<file path="config.mk">
export PLATFORM = sky130hd
export DESIGN_NAME = regfile_2w2r_sb
export DESIGN_NICKNAME = d
export VERILOG_FILES = /design/src/rtl/regfile_2w2r_sb.sv
export SDC_FILE = /design/constraint.sdc
export NUM_CORES = 2
export LEC_CHECK = 0
export CELL_PAD_IN_SITES_DETAIL_PLACEMENT = 1
export CELL_PAD_IN_SITES_GLOBAL_PLACEMENT = 2
export CORE_MARGIN = 3
export CORE_UTILIZATION = 42
export CTS_BUF_LIST = sky130_fd_sc_hd__clkbuf_4 sky130_fd_sc_hd__clkbuf_8 sky130_fd_sc_hd__clkbuf_16
export DETAILED_ROUTE_END_ITERATION = 6
export GPL_TIMING_DRIVEN = 1
export PLACE_DENSITY = 0.88
export SKIP_CTS_REPAIR_TIMING = 1
export SYNTH_ARGS = -nofsm -noshare
export SYNTH_HDL_FRONTEND = slang
export SYNTH_SLANG_ARGS = --single-unit
</file>
<file path="constraint.sdc">
create_clock -name clk -period 2.9 [get_ports clk]
set_clock_uncertainty 0.2 [all_clocks]
set_input_delay 0.29 -clock clk [delete_from_list [all_inputs] [get_ports clk]]
set_output_delay 0.29 -clock clk [all_outputs]
set_load 0.02 [all_outputs]
</file>
<file path="src/rtl/regfile_2w2r_sb.sv">
// Parametrised register file: two registered read ports, two write ports and a
// per-register busy scoreboard that tells decode which operands are still in flight.
module regfile_2w2r_sb #(
  parameter int XLEN     = 32,
  parameter int NREGS    = 32,
  parameter bit ZERO_REG = 1'b1,
  parameter bit BYPASS   = 1'b1,
  localparam int AW      = $clog2(NREGS)
) (
  input  logic            clk,
  input  logic            clrn,
  input  logic            rd_en,
  input  logic [AW-1:0]   src_a,
  input  logic [AW-1:0]   src_b,
  output logic [XLEN-1:0] op_a,
  output logic [XLEN-1:0] op_b,
  output logic            busy_a,
  output logic            busy_b,
  input  logic            we0,
  input  logic [AW-1:0]   waddr0,
  input  logic [XLEN-1:0] wdata0,
  input  logic            we1,
  input  logic [AW-1:0]   waddr1,
  input  logic [XLEN-1:0] wdata1,
  input  logic            issue_en,
  input  logic [AW-1:0]   issue_addr,
  input  logic            flush
);

  logic [XLEN-1:0] regs [NREGS];
  logic [NREGS-1:0] busy_reg;
  logic [NREGS-1:0] busy_next;
  logic [NREGS-1:0] hit0;
  logic [NREGS-1:0] hit1;
  logic [XLEN-1:0] op_a_next;
  logic [XLEN-1:0] op_b_next;

  // Per-register write hits and scoreboard update; a hard-wired zero register
  // never sees a write and is never busy.
  for (genvar gi = 0; gi < NREGS; gi++) begin : g_reg
    if (ZERO_REG && gi == 0) begin : g_zero
      assign hit0[gi]      = 1'b0;
      assign hit1[gi]      = 1'b0;
      assign busy_next[gi] = 1'b0;
    end else begin : g_norm
      assign hit0[gi] = we0 && (waddr0 == AW'(gi));
      assign hit1[gi] = we1 && (waddr1 == AW'(gi));
      // A same-edge issue wins over a write: the issued instruction is the new producer.
      assign busy_next[gi] = flush                                ? 1'b0 :
                             (issue_en && issue_addr == AW'(gi))  ? 1'b1 :
                             (hit0[gi] || hit1[gi])               ? 1'b0 :
                                                                    busy_reg[gi];
    end
  end

  always_comb begin
    op_a_next = regs[src_a];
    op_b_next = regs[src_b];
    if (BYPASS) begin
      if (hit1[src_a])      op_a_next = wdata1;
      else if (hit0[src_a]) op_a_next = wdata0;
      if (hit1[src_b])      op_b_next = wdata1;
      else if (hit0[src_b]) op_b_next = wdata0;
    end
    if (ZERO_REG && src_a == '0) op_a_next = '0;
    if (ZERO_REG && src_b == '0) op_b_next = '0;
  end

  always_ff @(posedge clk or negedge clrn) begin
    if (!clrn) begin
      for (int i = 0; i < NREGS; i++) regs[i] <= '0;
      busy_reg <= '0;
      op_a     <= '0;
      op_b     <= '0;
      busy_a   <= 1'b0;
      busy_b   <= 1'b0;
    end else begin
      // Port 1 (load) takes priority when both ports target one register.
      for (int i = 0; i < NREGS; i++) begin
        if (hit1[i])      regs[i] <= wdata1;
        else if (hit0[i]) regs[i] <= wdata0;
      end
      busy_reg <= busy_next;
      if (rd_en) begin
        op_a   <= op_a_next;
        op_b   <= op_b_next;
        busy_a <= busy_next[src_a];
        busy_b <= busy_next[src_b];
      end
    end
  end

endmodule

</file>
==> reports/qor.yml <==
status: "finished, violations left"
failed_checks: "hold timing"
fin_cells: 9110
worstPathRequired_ns: 3.37
synth_area_mm2: 0.0690
synth.avg_cell_area_um2: 10.3
setup_slack_ns: 0.135
worstHoldStart: "wdata0[31]"
peakVddDrop_v: 0.000545
grt_pass1_vias: 64700
io_pins: 162
rrSetupSlack_ns: 0.23
cts_num_sinks: 1089
largest_reg_flops: 992
num_vias: 62100
grt_usage_pct: 35.3
crit_type: "primary input to register"
hold_slack_ns: -0.0437
h-tree-depth: 3
viasPerCell: 6.81
p_leak_nw: 37.2
whs_endpoint: "regs[31]$_DFFE_PN0P_"
numCtsBuffers: 120
route.detailed.drc: 0
tightest_slew_ns: 1.21
critPathMaxStageDelay_ns: 0.53
multi_input_area_mm2: 0.0388
finalHoldViolCount: 1
cp-end-kind: "register"
die_w_um: 411
synthArstFlopShare_pct: 100
synth_ff_type: "dfrtp_1"
core_mm2: 0.163
cts_buffer_depth: 3
power.total_mw: 52.7
start_util_pct: 42.3
fmax_mhz: 362
min_period_over_period_pct: 95.3
crit_chain: "clkdlybuf4s50_1 > buf_12 > nor4bb_2 > buf_4 > mux2i_1 > nor4_1 > a41oi_1 > a32oi_4 > buf_12 > buf_4 > mux2_2 > a221o_1"
hpwl_um: 194000
hp-class: "primary input to register"
cts_root_buf: "clkbuf_16"
crit_path_start_kind: "primary input"
drive_gt1_share_pct: 22.6
slew_headroom_pct: 19.3
dp_worst_setup_slack_ns: -0.769
first_pass_iters: 5
syn_to_final_growth_pct: 18.6
drtIter0Drc: 7000
rows: 148
tns_ns: 0
die_area_mm2: 0.169
nets: 6938
dpl.cell_count: 8886
regMostFlops: "regs"
synth_cell_types: 82
overflow: 0
wl_per_cell_um: 33.4
routed_wl_um: 304000
fin_crit_ns: 2.76
grt_max_degree: 118
drv_slew: 0
cts_tree: "done"
cp-startpoint: "waddr0[2]"
synth_seq_cells: 1089
hold_depth: 3
yosysSeqAreaShare_pct: 39.5
yosys_warnings: 0
clk_pin_slew_ns: 0.06
nFillCells: 17400
syn_nets: 6819
largestRegisters: "regs: 992 flops, op_a: 32 flops, op_b: 32 flops"
grt_pass1_wl_um: 443000
r2r-end: "op_a[3]$_DFFE_PN0P_"
drv_cap: 0
place_congestion: 0.938
io_buffers: 161
reg2reg_depth: 6
die_y_um: 411
syn-instance-count: 6723
r2r_start: "regs[803]$_DFFE_PN0P_"
setup_violations: 0
regArea_mm2: 0.0273
insertion_delay_ns: 0.80
final_antenna_net_count: 0
antenna_found_initial: 4
power_per_cell_area_mw_per_mm2: 644
worstPathArrival_ns: 3.24
synth_edf_count: 0
crit_fanout: 15
crit_slowest_cell: "clkdlybuf4s50_1"
[layer usage]
layer  vias up  wire length [um]  part of all wire [%]  track usage, %
met5         -                 7                0.0023               0
met3      1038             32500                    11            7.92
met4         2             18600                   6.1            19.5
met2      3896            136000                    45            53.6
li1      24700                 -                     -               -
met1     32500            117000                    39            47.0
[cell type report]
| cell class | count | area share, % |
|---|---|---|
| flip-flops and latches | 1089 | 33.3 |
| diodes | 6 | 0.0184 |
| multi-input cells | 4743 | 47.5 |
| clock inverters | 37 | 0.497 |
| inverters | 57 | 0.268 |
| repair buffers | 831 | 10.8 |
| well taps | 2175 | 3.33 |
| clock buffers | 172 | 4.32 |
[cells in the final DEF (no fill, tap or decap), types with 32 or more instances in the layout]
| master | n |
|---|---|
| dfrtp_1 | 1089 |
| mux2i_1 | 996 |
| nand2_1 | 869 |
| nor2_1 | 551 |
| mux4_2 | 547 |
| o21ai_0 | 521 |
| buf_4 | 496 |
| a21oi_1 | 470 |
| buf_12 | 173 |
| clkdlybuf4s50_1 | 148 |
| a31oi_1 | 140 |
| clkbuf_16 | 121 |
| nor2b_1 | 82 |
| o2bb2ai_1 | 63 |
| inv_1 | 49 |
| nand2b_1 | 41 |
| nor3_1 | 41 |
| a32oi_1 | 40 |
| o32ai_1 | 36 |
| mux2_2 | 34 |
| a221o_1 | 32 |
[worst max-delay path by stage]
| stage | to | slack (ns) | cells past startpoint |
|---|---|---|---|
| 2_1_floorplan | op_a[10]$_DFFE_PN0P_ | -0.04 | 10 |
| 3_3_place_gp | op_a[30]$_DFFE_PN0P_ | -0.66 | 10 |
| 3_5_place_dp | op_a[18]$_DFFE_PN0P_ | -0.77 | 10 |
| 4_1_cts | op_a[17]$_DFFE_PN0P_ | 0.04 | 10 |
| 5_1_grt | op_a[30]$_DFFE_PN0P_ | -0.0005 | 12 |
| 6_report | op_a[30]$_DFFE_PN0P_ | 0.14 | 12 |
[through the flow]
step                utilization, %  area (um2)
finish                        50.2       81800
CTS                           50.1       81700
global route                  50.2       81800
detailed placement            47.7       77700
floorplan                        -       69000
global placement              47.7       77700
[where the power goes]
| group | internal, mW | total, mW | switching, mW |
|---|---|---|---|
| Combinational | 7.73 | 14.5 | 6.82 |
| Sequential | 19.1 | 22.4 | 3.32 |
| Clock | 8.80 | 15.8 | 6.98 |
| Total | 35.6 | 52.7 | 17.1 |
[logic make-up (layout without fill, tap and decap cells)]
family / count (synthesis) / in the layout / synth area share (%)
buf+inv: 891 / 1097 / 5.03
mux: 1577 / 1577 / 32.9
other cells: 0 / 6 / 0
simple gates: 1752 / 1752 / 10.6
xor+xnor: 14 / 14 / 0.178
compound gates: 1400 / 1400 / 11.8
flops: 1089 / 1089 / 39.5
[Yosys cell counts (14+ instances only)]
cell | number | area share (%)
nor2_1 | 577 | 3.1
clkbuf_2 | 18 | 0.13
inv_1 | 49 | 0.27
nand3_1 | 21 | 0.15
o2bb2ai_1 | 63 | 0.80
mux2_2 | 34 | 0.55
nor2b_1 | 85 | 0.77
a21oi_1 | 470 | 3.4
clkbuf_1 | 613 | 3.3
mux2i_1 | 996 | 14
nand2_1 | 901 | 4.9
buf_2 | 50 | 0.36
nand2b_1 | 44 | 0.40
mux4_2 | 547 | 18
dfrtp_1 | 1089 | 39
a32oi_1 | 41 | 0.52
a221o_1 | 32 | 0.46
nor3_1 | 41 | 0.30
nand4_1 | 14 | 0.13
buf_1 | 142 | 0.77
o21ai_0 | 521 | 3.8
o32ai_1 | 36 | 0.46
a31oi_1 | 140 | 1.3
[critical path: cells and delay by family]
kind                   cells  cell delay, ns
muxes                      2            0.45
buffers and inverters      5            1.30
and+or+nand+nor            2            0.39
AOI/OAI and AO/OA          3            0.78
(Power assumes the default switching activity.)
